File: src/rtl/xc_malu_pkg.sv
// rtl/xc_malu_pkg.sv - shared constants and state encodings for the MALU divider
package xc_malu_pkg;

  localparam int XC_DIV_STEPS = 32;
  localparam int XC_DIV_CNT_W = 5;

  typedef enum logic [1:0] {
    XC_DIV_IDLE = 2'd0,
    XC_DIV_CALC = 2'd1,
    XC_DIV_DONE = 2'd2
  } xc_div_state_e;

endpackage

File: src/rtl/xc_malu_div_step.sv
// rtl/xc_malu_div_step.sv - one restoring shift-subtract step, one quotient bit per call
module xc_malu_div_step (
  input  logic [31:0] rem,
  input  logic [31:0] quot,
  input  logic [31:0] div,
  output logic [31:0] rem_next,
  output logic [31:0] quot_next
);

  logic [32:0] trial;
  logic        qbit;

  always_comb begin
    // 33-bit trial keeps the borrow visible even when rem has its top bit set
    trial     = {rem, quot[31]} - {1'b0, div};
    qbit      = ~trial[32];
    rem_next  = qbit ? trial[31:0] : {rem[30:0], quot[31]};
    quot_next = {quot[30:0], qbit};
  end

endmodule

File: src/rtl/xc_malu_div.sv
// rtl/xc_malu_div.sv - iterative 32-step divider for div/divu/rem/remu
module xc_malu_div
  import xc_malu_pkg::*;
(
  input  logic        g_clk,
  input  logic        g_reset,
  input  logic        valid,
  input  logic        flush,
  input  logic        op_div,
  input  logic        op_divu,
  input  logic        op_rem,
  input  logic        op_remu,
  input  logic [31:0] rs1,
  input  logic [31:0] rs2,
  output logic        ready,
  output logic [31:0] result,
  output logic        busy
);

  xc_div_state_e             state_q, state_d;
  logic [XC_DIV_CNT_W-1:0]   cnt_q, cnt_d;
  logic [31:0]               rem_q, rem_d;
  logic [31:0]               quot_q, quot_d;
  logic [31:0]               div_q, div_d;
  logic                      neg_q_q, neg_q_d;
  logic                      neg_r_q, neg_r_d;
  logic                      dz_q, dz_d;
  logic                      is_rem_q, is_rem_d;
  logic                      ready_q, ready_d;

  logic [31:0] step_rem;
  logic [31:0] step_quot;
  logic        signed_op;
  logic [31:0] quot_fix;
  logic [31:0] rem_fix;

  xc_malu_div_step u_step (
    .rem       (rem_q),
    .quot      (quot_q),
    .div       (div_q),
    .rem_next  (step_rem),
    .quot_next (step_quot)
  );

  assign signed_op = op_div | op_rem;

  always_comb begin
    state_d  = state_q;
    cnt_d    = cnt_q;
    rem_d    = rem_q;
    quot_d   = quot_q;
    div_d    = div_q;
    neg_q_d  = neg_q_q;
    neg_r_d  = neg_r_q;
    dz_d     = dz_q;
    is_rem_d = is_rem_q;
    ready_d  = 1'b0;

    if (flush) begin
      state_d = XC_DIV_IDLE;
      cnt_d   = '0;
    end else begin
      case (state_q)
        XC_DIV_IDLE: begin
          if (valid) begin
            quot_d   = (signed_op && rs1[31]) ? -rs1 : rs1;
            div_d    = (signed_op && rs2[31]) ? -rs2 : rs2;
            rem_d    = '0;
            cnt_d    = '0;
            neg_q_d  = signed_op & (rs1[31] ^ rs2[31]);
            neg_r_d  = signed_op & rs1[31];
            dz_d     = (rs2 == 32'd0);
            is_rem_d = op_rem | op_remu;
            state_d  = XC_DIV_CALC;
          end
        end
        XC_DIV_CALC: begin
          rem_d  = step_rem;
          quot_d = step_quot;
          cnt_d  = cnt_q + XC_DIV_CNT_W'(1);
          if (cnt_q == XC_DIV_CNT_W'(XC_DIV_STEPS - 1)) begin
            state_d = XC_DIV_DONE;
            ready_d = 1'b1;
          end
        end
        XC_DIV_DONE: begin
          state_d = XC_DIV_IDLE;
        end
        default: begin
          state_d = XC_DIV_IDLE;
        end
      endcase
    end
  end

  always_ff @(posedge g_clk or posedge g_reset) begin
    if (g_reset) begin
      state_q  <= XC_DIV_IDLE;
      cnt_q    <= '0;
      rem_q    <= '0;
      quot_q   <= '0;
      div_q    <= '0;
      neg_q_q  <= 1'b0;
      neg_r_q  <= 1'b0;
      dz_q     <= 1'b0;
      is_rem_q <= 1'b0;
      ready_q  <= 1'b0;
    end else begin
      state_q  <= state_d;
      cnt_q    <= cnt_d;
      rem_q    <= rem_d;
      quot_q   <= quot_d;
      div_q    <= div_d;
      neg_q_q  <= neg_q_d;
      neg_r_q  <= neg_r_d;
      dz_q     <= dz_d;
      is_rem_q <= is_rem_d;
      ready_q  <= ready_d;
    end
  end

  // Divide-by-zero leaves quot all ones; dz stops the sign fix-up from turning that into 1
  assign quot_fix = (neg_q_q && !dz_q) ? -quot_q : quot_q;
  assign rem_fix  = neg_r_q ? -rem_q : rem_q;

  assign ready  = ready_q & ~flush;
  assign result = ready_q ? (is_rem_q ? rem_fix : quot_fix) : 32'd0;
  assign busy   = (state_q != XC_DIV_IDLE);

endmodule

File: config.mk
export PLATFORM = sky130hd
export DESIGN_NAME = xc_malu_div
export DESIGN_NICKNAME = d
export VERILOG_FILES = /design/src/rtl/xc_malu_pkg.sv /design/src/rtl/xc_malu_div_step.sv /design/src/rtl/xc_malu_div.sv
export SDC_FILE = /design/constraint.sdc
export NUM_CORES = 1
export LEC_CHECK = 0
export CAP_MARGIN = 40
export CORE_MARGIN = 2
export CORE_UTILIZATION = 35
export DETAILED_ROUTE_END_ITERATION = 8
export GPL_TIMING_DRIVEN = 0
export PLACE_DENSITY_LB_ADDON = 0.1
export SYNTH_ARGS = -nofsm -noshare
export SYNTH_HDL_FRONTEND = slang
export SYNTH_SLANG_ARGS = --single-unit
File: constraint.sdc
create_clock -name g_clk -period 6.4 [get_ports g_clk]
set_clock_uncertainty 0.05 [all_clocks]
set_input_delay 0.64 -clock g_clk [delete_from_list [all_inputs] [get_ports g_clk]]
set_output_delay 0.64 -clock g_clk [all_outputs]
set_load 0.01 [all_outputs]
* Word-level counts from Yosys, hierarchy flattened
Index checks and enable logic that the tools add are counted.
** Operators by class
- Add/sub/neg operators :: 6
- Eq/ne operators :: 5
- Muxes and demuxes :: 21
- Bitwise operators :: 8
- Reductions and logical operators :: 13
** Operator list (number)
- $mux W32 :: 9
- $neg A32 Y32 :: 4
- $pmux W32 S2 :: 2
- $sub A33 B32 Y33 :: 1
- $logic_not A32 Y1 :: 1
- $mux W5 :: 2
- $pmux W5 S2 :: 1
- $mux W2 :: 3
- $ne A3 B3 Y1 const B :: 2
- $reduce_and A3 Y1 :: 2
- $add A5 B1 Y5 const B :: 1
- $eq A5 B5 Y1 const B :: 1
- $pmux W2 S2 :: 1
- $reduce_and A2 Y1 :: 2
- $reduce_bool A2 Y1 :: 2
- $and A1 B1 Y1 :: 3
- $logic_and A1 B1 Y1 :: 3
- $mux W1 :: 3
- $reduce_bool A3 Y1 :: 1
- $eq A2 B1 Y1 const B :: 1
- $logic_not A2 Y1 :: 1
- $ne A2 B2 Y1 const B :: 1
- $not A1 Y1 :: 2
- $or A1 B1 Y1 :: 2
- 2 further kinds :: 2
** Storage, ports and cells
- Register bits :: 108
- Input bits :: 72
- Output and inout bits :: 34
- Logic and storage cells :: 63

* Logic depth before layout (Yosys ltp)
Gate-level depths: netlist (run 1).
- Depth after elaboration :: 5
- Mapped depth :: 14
- Gate-level depth less buffers :: 12

* Hierarchy
Synthesis (run 1) repeated with hierarchy kept, for this count alone.
** Second synthesis, totals
- Cell total of the unflattened synthesis :: 1197
- Area total of the unflattened synthesis :: 9828.2 µm²
** Modules (own cells, without submodules)
- xc_malu_div :: instances 1, cells an instance 860, area an instance 7229.4 µm², seq. area each 2702.6 µm²
- xc_malu_div_step :: instances 1, cells an instance 337, area an instance 2598.7 µm², seq. area each 0.0 µm²

* Least setup slack after synthesis (run 1)
Ideal clock, no wire load.
- Path kind :: flip-flop to output port
- Start point :: register rem_q[2]
- End point :: output result[30]
- Data arrival time :: 2.379 ns
- Required time :: 5.710 ns
- Path slack :: 3.331 ns
- Cell stages (with the launch flop) :: 10
- Path buffers :: 0
- Cells stage by stage :: dfrtp_1 > nor4_1 > a21boi_0 > a21oi_1 > and2_1 > nand2_1 > a21oi_1 > nand2_1 > xnor2_1 > a211oi_1
** Between the ends
- Longest elaborated chain between the ends :: 4
** RTL lines
- start: declaration :: RTL line xc_malu_div.sv:22 : logic [31:0] rem_q, rem_d;
- start signal: assignment :: RTL line xc_malu_div.sv:111 : rem_q <= rem_d;
- $neg A32 Y32 :: RTL line xc_malu_div.sv:124 : assign rem_fix = neg_r_q ? -rem_q : rem_q;
- $mux W32 :: RTL line xc_malu_div.sv:124
- $mux W32 (2 in series) :: RTL line xc_malu_div.sv:127 : assign result = ready_q ? (is_rem_q ? rem_fix : quot_fix) : 32'd0;
- end: declaration :: RTL line xc_malu_div.sv:16 : output logic [31:0] result,
No other way between the ends.

* Worst setup path in the final report (run 1)
Ends and elaborated chain as after synthesis.

==> results of run 1 <==
## flip-flops by register name (all words and copies together) (netlist names), 2 cells and up
register  flops
state_q       2
quot_q       32
div_q        32
cnt_q         5
rem_q        32
## final cells by class
type,count,area share [%]
plain buffers,66,2.61
multi-input cells,995,55.7
clock inverters,3,0.200
well taps,341,3.79
inverters,55,1.88
clock buffers,13,2.22
repair buffers,106,9.56
flip-flops and latches,108,24.0
## per-layer routing
metal,vias to the layer above,wire [um],share of wire [%]
met5,-,0,0
met4,0,420,1.4
met3,26,1140,3.8
met2,224,14100,47
met1,4168,14300,48
li1,4585,-,-
## metrics by stage
step / power [mW] / cell area, um2 / setup WS [ns] / hold WS (ns) / instances
3_5_place_dp: 2.54 / 11000 / 2.39 / 0.421 / 1671
5_1_grt: 3.35 / 11300 / 1.71 / 0.458 / 1687
4_1_cts: 3.11 / 11300 / 1.98 / 0.438 / 1687
6_report: 3.09 / 11300 / 1.95 / 0.429 / 1687
3_3_place_gp: 2.53 / 10900 / 0.976 / 0.414 / 1669
2_1_floorplan: 2.12 / 9470 / 2.86 / 0.393 / 1224
## power groups by stage
stage	combinational [mW]	clock [mW]	sequential, mW
global placement	1.53	0	1.00
detailed placement	1.53	0	1.01
CTS	1.55	0.564	0.996
finish	1.54	0.550	0.998
floorplan	1.16	0	0.953
global route	1.74	0.585	1.02
## worst register-to-register path: stages (launching register included)
cell and delay [ns]:
sky130_fd_sc_hd__dfrtp_1 0.35, sky130_fd_sc_hd__inv_1 0.12, sky130_fd_sc_hd__ha_1 0.26, sky130_fd_sc_hd__fa_1 0.41, sky130_fd_sc_hd__nor2b_1 0.21, sky130_fd_sc_hd__o31ai_2 0.15, sky130_fd_sc_hd__a2111oi_4 0.40, sky130_fd_sc_hd__nor3_2 0.11
sky130_fd_sc_hd__o21ai_2 0.29, sky130_fd_sc_hd__o221ai_4 0.18, sky130_fd_sc_hd__xor2_2 0.20, sky130_fd_sc_hd__buf_6 0.18, sky130_fd_sc_hd__buf_8 0.16, sky130_fd_sc_hd__o21a_1 0.17, sky130_fd_sc_hd__a21oi_1 0.15
## cells in the final DEF, fill, tap and decap left out, types with 11 or more instances in the layout
cell and count:
sky130_fd_sc_hd__nand2_1 146, sky130_fd_sc_hd__nor2_1 118, sky130_fd_sc_hd__o21ai_0 117, sky130_fd_sc_hd__dfrtp_1 108
sky130_fd_sc_hd__a21oi_1 107, sky130_fd_sc_hd__clkdlybuf4s50_1 104, sky130_fd_sc_hd__xnor2_1 70, sky130_fd_sc_hd__xor2_1 68
sky130_fd_sc_hd__clkbuf_1 57, sky130_fd_sc_hd__inv_1 54, sky130_fd_sc_hd__ha_1 38, sky130_fd_sc_hd__a211oi_1 30
sky130_fd_sc_hd__nand3_1 29, sky130_fd_sc_hd__nor3_1 23, sky130_fd_sc_hd__or3_1 18, sky130_fd_sc_hd__a21o_1 16
sky130_fd_sc_hd__o31ai_1 16, sky130_fd_sc_hd__nor2b_1 15, sky130_fd_sc_hd__nand2b_1 15, sky130_fd_sc_hd__mux2i_1 14
sky130_fd_sc_hd__or4_1 13, sky130_fd_sc_hd__a31oi_1 12, sky130_fd_sc_hd__o21ai_1 11
## worst paths after layout
| check | startpoint | slack [ns] | end | cells after the start |
|---|---|---|---|---|
| min reg2reg | div_q[7] | 0.43 | div_q[7] | 2 |
| min in group asynchronous | g_reset | 0.58 | quot_q[0] | 2 |
| max reg2reg | quot_q[31] | 2.92 | quot_q[0] | 14 |
| max in group asynchronous | g_reset | 5.03 | div_q[27] | 3 |
| min | div_q[7] | 0.43 | div_q[7] | 2 |
| max | rem_q[2] | 1.95 | result[30] | 10 |
## cell families after synthesis
| logic type | count (synthesis) |
|---|---|
| AND/OR/NAND/NOR | 424 |
| AO/OA/AOI/OAI | 378 |
| XOR/XNOR | 140 |
| buffers and inverters | 121 |
| flip-flops | 108 |
| adder cells (fa/ha/maj) | 39 |
| multiplexers | 14 |
==> reports/metrics.csv, run 1 <==
metric;value;unit
layout cell share with drive strength beyond 1;3.42;%
HPWL after DPL;23500;um
cell type group with the largest total delay on the critical path;compound AO/OA/AOI/OAI gates;
most common cell in the netlist;sky130_fd_sc_hd__nand2_1;
most frequently used flop master after synthesis;sky130_fd_sc_hd__dfrtp_1;
hold buffer count at cts;0;
WP data arrival;3.76;ns
buffers inserted by post-CTS timing repair;0;
htree depth;3;
met1 track demand over resource in global routing;28.7;%
result of the run;completed;
met3 track demand over resource in global routing;1.89;%
Setup Total Neg Slack;0;ns
net switching fraction of the power;44.3;%
die width;168;um
required time reported for the critical path endpoint;5.71;ns
EDFF count, synth;0;
cell at the root of the clock tree;sky130_fd_sc_hd__clkbuf_16;
portion of netlist area occupied by mux cells;1.48;%
share of synthesized flip-flops with an asynchronous set or reset;100;%
count of endpoints failing setup in the final report;0;
number of nets in the finished design;1452;
peak ir drop on the vdd network;0.125;mV
Post-Route Utilization;42.1;%
die height;168;um
average detailed-routed wire length per instance;17.8;um
clock slew seen by the registers of the worst setup and hold paths;0.08;ns
final period utilization;69.6;%
row count;60;
# clock sinks;108;
Max Fanout on Critical Path;7;
Syn. warnings;0;
multi-input combinational cell area;6270;um2
count of buffer and inverter cells on the critical path;1;
initial core utilization;35.4;%
XOR/XNOR share of the synthesized area;13.1;%
first-pass GRT wire length;47300;um
total detailed-routing wirelength;30000;um
detail-routed via count per cell;5.34;
via count of the first global-routing pass;8708;
Sequential Power Share;32.3;%
Combinational Power Share;49.9;%
storage element area;2700;um2
leakage;4.81;nW
top cells by area, synth;sky130_fd_sc_hd__dfrtp_1 (29%), sky130_fd_sc_hd__xnor2_1 (6.5%), sky130_fd_sc_hd__xor2_1 (6.3%);
highest-utilization routing layer at the global route stage;met2;
slowest stage cell, crit path;sky130_fd_sc_hd__clkdlybuf4s50_1;
setup repair after global routing missed its margin;false;
remaining max-slew budget at the tightest pin;43.2;%
leading area contributor after synthesis;sky130_fd_sc_hd__dfrtp_1;
adder and majority gate portion of the synthesized area;5.23;%
final worst path period need;4.45;ns
net switching power figure;1.37;mW
die area;28400;um2
Critical Path Max Stage Delay;0.59;ns
Synth Net Count;1335;
weighted congestion reported at the end of routability-driven placement;0.836;
Cells after Synth;1224;
remaining antenna violation count after routing;0;
register area share after synthesis;28.5;%
number of design-rule violations left by the first detailed-router iteration;514;
combined global-route utilization of all metal layers;21.1;%
post-synthesis cell area;9470;um2
DRC violations left;0;
clock network power share;17.8;%
Inserted Diodes;0;
number of antenna violations at the first check in global routing;1;
CTS tree;yes;
CP Capture Type;output pin;
maximum number of pins on one net before global-route repair;78;
fin. max-slew vios;0;
global routing usage on met2;36.2;%
source-to-sink clock delay at the later pin of the worst-skew pair;0.36;ns
Internal Pwr Total;1.72;mW
achievable clock frequency;225;MHz
GRT Residual Overflow;0;
Netlist cell types;70;
area fraction in compound gates after synthesis;25.1;%
P&R area growth vs syn;18.8;%
area share of the leading cell type in the synthesized netlist;28.5;%
fillcell total;2818;
path category of the worst min-delay check;register to register;
Mean Syn Cell Area;7.74;um2
I/O pin count;106;
maximum buffer depth of the clock tree;2;
simple logic cell fraction of the synthesized area;21.3;%
combinational family with the most area after synthesis;compound AO/OA/AOI/OAI gates;
pwr/cell area;274;nW/um2
Detailed Routing Iterations Pass 1;6;
PostCTS Resize Cnt;0;
leading cell types by count after synthesis;sky130_fd_sc_hd__nand2_1 (146), sky130_fd_sc_hd__nor2_1 (118), sky130_fd_sc_hd__o21ai_0 (118), sky130_fd_sc_hd__dfrtp_1 (108), sky130_fd_sc_hd__a21oi_1 (107);
Core Area;26700;um2
number of port buffers;104;
cell chain of the critical path;nor4_1, a21boi_0, a21oi_1, and2_1, nand2_1, a21oi_1, nand2_1, xnor2_1, a211oi_1, clkdlybuf4s50_1;
CTS buffer count;9;
via count of the routed design;9003;
startpoint type of the worst setup path;register;
max_cap viols;0;
Seq cells post-synth;108;
worst setup path category;register to output pin;
number of hold violations in the final report;0;
actual slew at the worst max-slew pin;0.846;ns
Note: power is estimated with default switching activity, not from simulation.
==> run 2, diff against run 1 <==
clock period = 4.3 ns   (was 6.4 ns; I/O delays follow)
==> run 2 against run 1 <==
  * Die area stayed put
  * Global-route usage unchanged
  * Critical endpoint is now result[23]
  * Cell count is 0.18% higher
  * Critical path type unchanged
  * Via count shrank 0.56%
  * Worst hold slack worse by 0.062 ns
  * Utilization increased by 0.16 points
  * Flip-flop and latch count stayed put
  * Combinational power increased by 51%
  * Clock-buffer cell count did not move
  * Sequential share of layout area decreased by 0.093 points
  * Largest cell class unchanged
  * Sequential power up 49%
  * Register-to-register slack worse by 2.1 ns
==> reports/metrics.csv, run 2 (same netlist as run 1, synthesis figures left out) <==
metric;value;unit;change
number of port buffers;104;;unchanged
maximum buffer depth of the clock tree;2;;unchanged
row count;60;;unchanged
capturing element of the worst setup path;result[23];;
leakage;4.84;nW;+0.46%
number of hold violations in the final report;0;;unchanged
weighted congestion reported at the end of routability-driven placement;0.836;;unchanged
DRC violations left;0;;unchanged
I/O pin count;106;;unchanged
remaining max-slew budget at the tightest pin;43.9;%;+0.69 points
htree depth;3;;unchanged
pwr/cell area;410;nW/um2;+49%
Post-Route Utilization;42.3;%;+0.16 points
logic depth of the worst setup path including buffers;7;;-3
worst slack at placement;0.505;ns;-1.89 ns
Core Area;26700;um2;unchanged
worst setup path category;register to output pin;;
net switching power figure;2.05;mW;+50%
path category of the worst min-delay check;primary input to async pin;;
worst-case register-to-register setup slack;0.82;ns;-2.10 ns
CTS buffer count;9;;unchanged
startpoint type of the worst setup path;register;;
cell chain of the critical path;or4_1, nand4b_1, o41ai_4, nand3_2, xnor2_1, a211oi_1, clkdlybuf4s50_1;;
CP Capture Type;output pin;;
clock slew seen by the registers of the worst setup and hold paths;0.07;ns;about the same
registers with the most flip-flops;div_q x32, quot_q x32, rem_q x32;;
net switching fraction of the power;44.2;%;about the same
via count of the routed design;8953;;-0.56%
Worst Reg-to-Reg Cells;14;;unchanged
Detailed Routing Iterations Pass 1;5;;-1
actual slew at the worst max-slew pin;0.835;ns;-0.0103 ns
cell type group with the largest total delay on the critical path;simple AND/OR/NAND/NOR gates;;
clock network power share;17.7;%;about the same
Internal Pwr Total;2.58;mW;+50%
final worst path period need;4.20;ns;
GRT Residual Overflow;0;;unchanged
setup repair after global routing missed its margin;true;;
source-to-sink clock delay at the later pin of the worst-skew pair;0.36;ns;about the same
WP data arrival;3.72;ns;-0.04 ns
maximum number of pins on one net before global-route repair;78;;unchanged
via count of the first global-routing pass;8708;;unchanged
layout cell share with drive strength beyond 1;3.85;%;+0.44 points
setup ws final;0.0956;ns;-1.85 ns
Crit Reg-Reg Endpoint;quot_q[0];;
final period utilization;97.8;%;
slowest stage cell, crit path;sky130_fd_sc_hd__clkdlybuf4s50_1;;
remaining antenna violation count after routing;0;;unchanged
die width;168;um;unchanged
Combinational Power Share;50.1;%;+0.2 points
die height;168;um;unchanged
average detailed-routed wire length per instance;17.7;um;-0.11%
total detailed-routing wirelength;30000;um;about the same
CTS tree;yes;;
fin. max-slew vios;0;;unchanged
Inserted Diodes;0;;unchanged
number of design-rule violations left by the first detailed-router iteration;474;;-7.8%
count of buffer and inverter cells on the critical path;1;;unchanged
achievable clock frequency;238;MHz;
combined global-route utilization of all metal layers;21.1;%;unchanged
peak ir drop on the vdd network;0.190;mV;+51%
result of the run;completed;;
# clock sinks;108;;unchanged
HPWL after DPL;23500;um;unchanged
count of endpoints failing setup in the final report;0;;unchanged
number of nets in the finished design;1455;;+0.21%
number of antenna violations at the first check in global routing;1;;unchanged
Critical Path Max Stage Delay;0.63;ns;+0.04 ns
Critical path origin;rem_q[6];;
die area;28400;um2;unchanged
max_cap viols;0;;unchanged
required time reported for the critical path endpoint;3.82;ns;-1.89 ns
highest-count cells in the layout ignoring fill and taps;sky130_fd_sc_hd__nand2_1 (146), sky130_fd_sc_hd__nor2_1 (118), sky130_fd_sc_hd__o21ai_0 (117);;
startpoint of the worst-slack reg-to-reg timing path;quot_q[31];;
first-pass GRT wire length;47300;um;unchanged
most common library cell in the layout ignoring fill and taps;sky130_fd_sc_hd__nand2_1;;
P&R area growth vs syn;19.3;%;
Max Fanout on Critical Path;8;;+1
Final Total Pwr;4.63;mW;+50%
initial core utilization;35.4;%;unchanged
Sequential Power Share;32.1;%;-0.2 points
cell at the root of the clock tree;sky130_fd_sc_hd__clkbuf_16;;
detail-routed via count per cell;5.30;;-0.73%
fillcell total;2814;;-0.14%
## run 2: layer usage
layer | GRT usage (%) | up-vias | wire (um)
met5 | 0 | - | 0
li1 | - | 4589 | -
met4 | 5.21 | 0 | 408
met2 | 36.2 | 210 | 14100
met1 | 28.7 | 4129 | 14200
met3 | 1.89 | 25 | 1290
## run 2: stage by stage
stage	instances	hold slack, ns	TNS (ns)	cell area, um2
4_1_cts	1687	0.371	0	11300
5_1_grt	1690	0.408	-0.0169	11300
3_5_place_dp	1671	0.421	0	11000
2_1_floorplan	1224	0.393	0	9470
3_3_place_gp	1669	0.414	-97.25	10900
6_report	1690	0.367	0	11300
## run 2: layout make-up
cell class,instances,area [um2],area share [%]
Inverter,55,211,1.87
Multi-Input combinational cell,995,6290,55.7
Clock buffer,13,250,2.22
Clock inverter,3,22.5,0.199
Timing Repair Buffer,109,1100,9.73
Buffer,66,294,2.60
Tap cell,341,427,3.78
Sequential cell,108,2700,23.9
## run 2: how the worst min path moves through the flow
stage	startpoint	endpoint	slack, ns	cells after the start
2_1_floorplan	cnt_q[3]	cnt_q[3]	0.39	1
3_3_place_gp	div_q[12]	div_q[12]	0.41	2
3_5_place_dp	div_q[12]	div_q[12]	0.42	2
4_1_cts	g_reset	quot_q[0]	0.37	2
5_1_grt	g_reset	quot_q[0]	0.41	2
6_report	g_reset	quot_q[0]	0.37	2
## run 2: timing repair
item,in CTS,in global routing
gates resized for setup,0,4
setup buffers,0,3
setup endpoints to repair,0,6
hold buffers,0,0
hold endpoints to repair,0,0
## run 2: worst reg2reg max path, cell delays in order, from the launching register on
cell	delay (ns)
sky130_fd_sc_hd__dfrtp_1	0.35
sky130_fd_sc_hd__inv_1	0.12
sky130_fd_sc_hd__ha_1	0.26
sky130_fd_sc_hd__fa_1	0.41
sky130_fd_sc_hd__nor2b_1	0.21
sky130_fd_sc_hd__o31ai_2	0.15
sky130_fd_sc_hd__a2111oi_4	0.40
sky130_fd_sc_hd__nor3_2	0.11
sky130_fd_sc_hd__o21ai_2	0.29
sky130_fd_sc_hd__o221ai_4	0.18
sky130_fd_sc_hd__xor2_2	0.20
sky130_fd_sc_hd__buf_6	0.18
sky130_fd_sc_hd__buf_8	0.16
sky130_fd_sc_hd__o21a_1	0.17
sky130_fd_sc_hd__a21oi_1	0.15
## run 2: power by group through the flow
| stage | combinational [mW] | sequential [mW] | clock, mW |
|---|---|---|---|
| final | 2.32 | 1.49 | 0.821 |
| after global routing | 2.62 | 1.53 | 0.870 |
| after CTS | 2.30 | 1.48 | 0.840 |
| after detailed placement | 2.28 | 1.50 | 0 |
| after global placement | 2.28 | 1.49 | 0 |
| after floorplan | 1.73 | 1.42 | 0 |
==> run 3, diff against run 2 <==
SETUP_SLACK_MARGIN = 0.3   (was default)
==> run 3 against run 2 <==
  * Non-clock buffer count grew 5
  * Clock-buffer cell count stayed put
  * Critical endpoint is now result[31]
  * Via count increased by 0.39%
  * Register-to-register slack barely moved
  * Total power increased by 0.94%
==> reports/metrics.csv, run 3 (same netlist as run 1, synthesis figures left out) <==
metric;value;unit;change
Core Area;26700;um2;unchanged
P&R area growth vs syn;20.1;%;
Post-Route Utilization;42.6;%;+0.30 points
peak ir drop on the vdd network;0.189;mV;-0.21%
average detailed-routed wire length per instance;17.8;um;about the same
via count of the first global-routing pass;8763;;+0.63%
die height;168;um;unchanged
die width;168;um;unchanged
net switching power figure;2.07;mW;+0.98%
source-to-sink clock delay at the later pin of the worst-skew pair;0.36;ns;about the same
Combinational Power Share;50.5;%;+0.4 points
weighted congestion reported at the end of routability-driven placement;0.836;;unchanged
result of the run;completed;;
hold buffer count at cts;0;;unchanged
highest-count cells in the layout ignoring fill and taps;sky130_fd_sc_hd__nand2_1 (146), sky130_fd_sc_hd__nor2_1 (118), sky130_fd_sc_hd__o21ai_0 (115);;
achievable clock frequency;257;MHz;+8.0%
CTS buffer count;9;;unchanged
initial core utilization;35.4;%;unchanged
detail-routed via count per cell;5.30;;about the same
I/O pin count;106;;unchanged
number of nets in the finished design;1460;;+0.34%
clock network power share;17.6;%;about the same
final period utilization;90.5;%;-7.3 points
fillcell total;2809;;-0.18%
net switching fraction of the power;44.3;%;about the same
path category of the worst min-delay check;primary input to async pin;;
DRC violations left;0;;unchanged
most common library cell in the layout ignoring fill and taps;sky130_fd_sc_hd__nand2_1;;
GRT Residual Overflow;0;;unchanged
maximum number of pins on one net before global-route repair;78;;unchanged
actual slew at the worst max-slew pin;0.845;ns;+0.00978 ns
remaining max-slew budget at the tightest pin;43.3;%;-0.66 points
final worst path period need;3.89;ns;-0.312 ns
row count;60;;unchanged
Internal Pwr Total;2.60;mW;+0.91%
CTS tree;yes;;
registers with the most flip-flops;div_q x32, quot_q x32, rem_q x32;;
maximum buffer depth of the clock tree;2;;unchanged
WP data arrival;3.41;ns;-0.31 ns
layout cell share with drive strength beyond 1;4.87;%;+1.0 points
pwr/cell area;411;nW/um2;+0.22%
Worst Hold Slack;0.367;ns;+0.000783 ns
die area;28400;um2;unchanged
remaining antenna violation count after routing;0;;unchanged
placed cell area;11000;um2;unchanged
setup ws final;0.408;ns;+0.312 ns
multi-input combinational cell area;6330;um2;+0.60%
Inserted Diodes;0;;unchanged
count of endpoints failing setup in the final report;0;;unchanged
leakage;4.86;nW;+0.52%
clock slew seen by the registers of the worst setup and hold paths;0.07;ns;about the same
worst slack at placement;0.505;ns;unchanged
cell area after layout;11400;um2;+0.72%
required time reported for the critical path endpoint;3.82;ns;about the same
first-pass GRT wire length;47600;um;+0.61%
fin. max-slew vios;0;;unchanged
htree depth;3;;unchanged
number of hold violations in the final report;0;;unchanged
Sequential Power Share;31.9;%;-0.2 points
Detailed Routing Iterations Pass 1;5;;unchanged
number of antenna violations at the first check in global routing;1;;unchanged
HPWL after DPL;23500;um;unchanged
number of design-rule violations left by the first detailed-router iteration;511;;+7.8%
Setup Total Neg Slack;0;ns;unchanged
# clock sinks;108;;unchanged
worst setup path category;register to output pin;;
CP Capture Type;output pin;;
number of port buffers;104;;unchanged
max_cap viols;0;;unchanged
startpoint type of the worst setup path;register;;
total detailed-routing wirelength;30100;um;+0.33%
storage element area;2710;um2;+0.23%
Max Fanout on Critical Path;6;;-2
setup repair after global routing missed its margin;false;;
via count of the routed design;8988;;+0.39%
cell at the root of the clock tree;sky130_fd_sc_hd__clkbuf_16;;
combined global-route utilization of all metal layers;21.2;%;+0.12 points
==> run 3: what timing repair did <==
action                                  CTS  global route
hold endpoints to repair                  0             0
setup buffers                             5             3
endpoints found under the setup margin    9            11
pin swaps                                 3             3
resized for setup                        10             8
==> run 3: area by class of cell <==
type,instances,area share (%)
Buffer,66,2.58
Timing Repair Buffer,114,9.99
Clock inverter,3,0.198
Multi-Input combinational cell,995,55.6
Sequential cell,108,23.8
Inverter,55,1.86
Clock buffer,13,2.20
Tap cell,341,3.75
==> run 3: stage by stage <==
| stage | power (mW) | cells |
|---|---|---|
| 6_report | 4.67 | 1695 |
| 5_1_grt | 5.06 | 1695 |
| 4_1_cts | 4.67 | 1692 |
| 3_5_place_dp | 3.78 | 1671 |
| 3_3_place_gp | 3.77 | 1669 |
| 2_1_floorplan | 3.15 | 1224 |
==> run 3: final timing paths <==
kind,startpoint,end,slack (ns),cells after the start
setup / recovery,rem_q[8],result[31],0.41,11
hold / removal,g_reset,quot_q[0],0.37,2
setup reg to reg,quot_q[31],quot_q[0],0.82,14
hold reg to reg,div_q[26],div_q[26],0.43,2
max in group asynchronous,g_reset,rem_q[11],3.14,3
min in group g_clk,div_q[26],div_q[26],0.43,2
==> run 3: power groups by stage <==
stage | sequential (mW) | combinational, mW | clock, mW
final | 1.49 | 2.36 | 0.820
after global routing | 1.53 | 2.66 | 0.870
after CTS | 1.49 | 2.35 | 0.840
after detailed placement | 1.50 | 2.28 | 0
after global placement | 1.49 | 2.28 | 0
after floorplan | 1.42 | 1.73 | 0
==> run 3: worst max-delay path: stages, from the launching register on <==
cell and delay (ns):
sky130_fd_sc_hd__dfrtp_2 0.48, sky130_fd_sc_hd__or4_4 0.52, sky130_fd_sc_hd__nand4b_1 0.30, sky130_fd_sc_hd__o41ai_4 0.26, sky130_fd_sc_hd__buf_4 0.19, sky130_fd_sc_hd__nand3_2 0.11
sky130_fd_sc_hd__a21oi_1 0.18, sky130_fd_sc_hd__xnor2_1 0.14, sky130_fd_sc_hd__nand2_1 0.07, sky130_fd_sc_hd__o21ai_0 0.10, sky130_fd_sc_hd__and2_1 0.17, sky130_fd_sc_hd__clkdlybuf4s50_1 0.55
==> run 3: routing by layer <==
metal	vias up	track usage [%]	wire length, um
met5	-	0	0
met4	0	5.32	422
met3	25	1.89	1200
met2	213	36.4	14100
met1	4150	28.9	14400
li1	4600	-	-
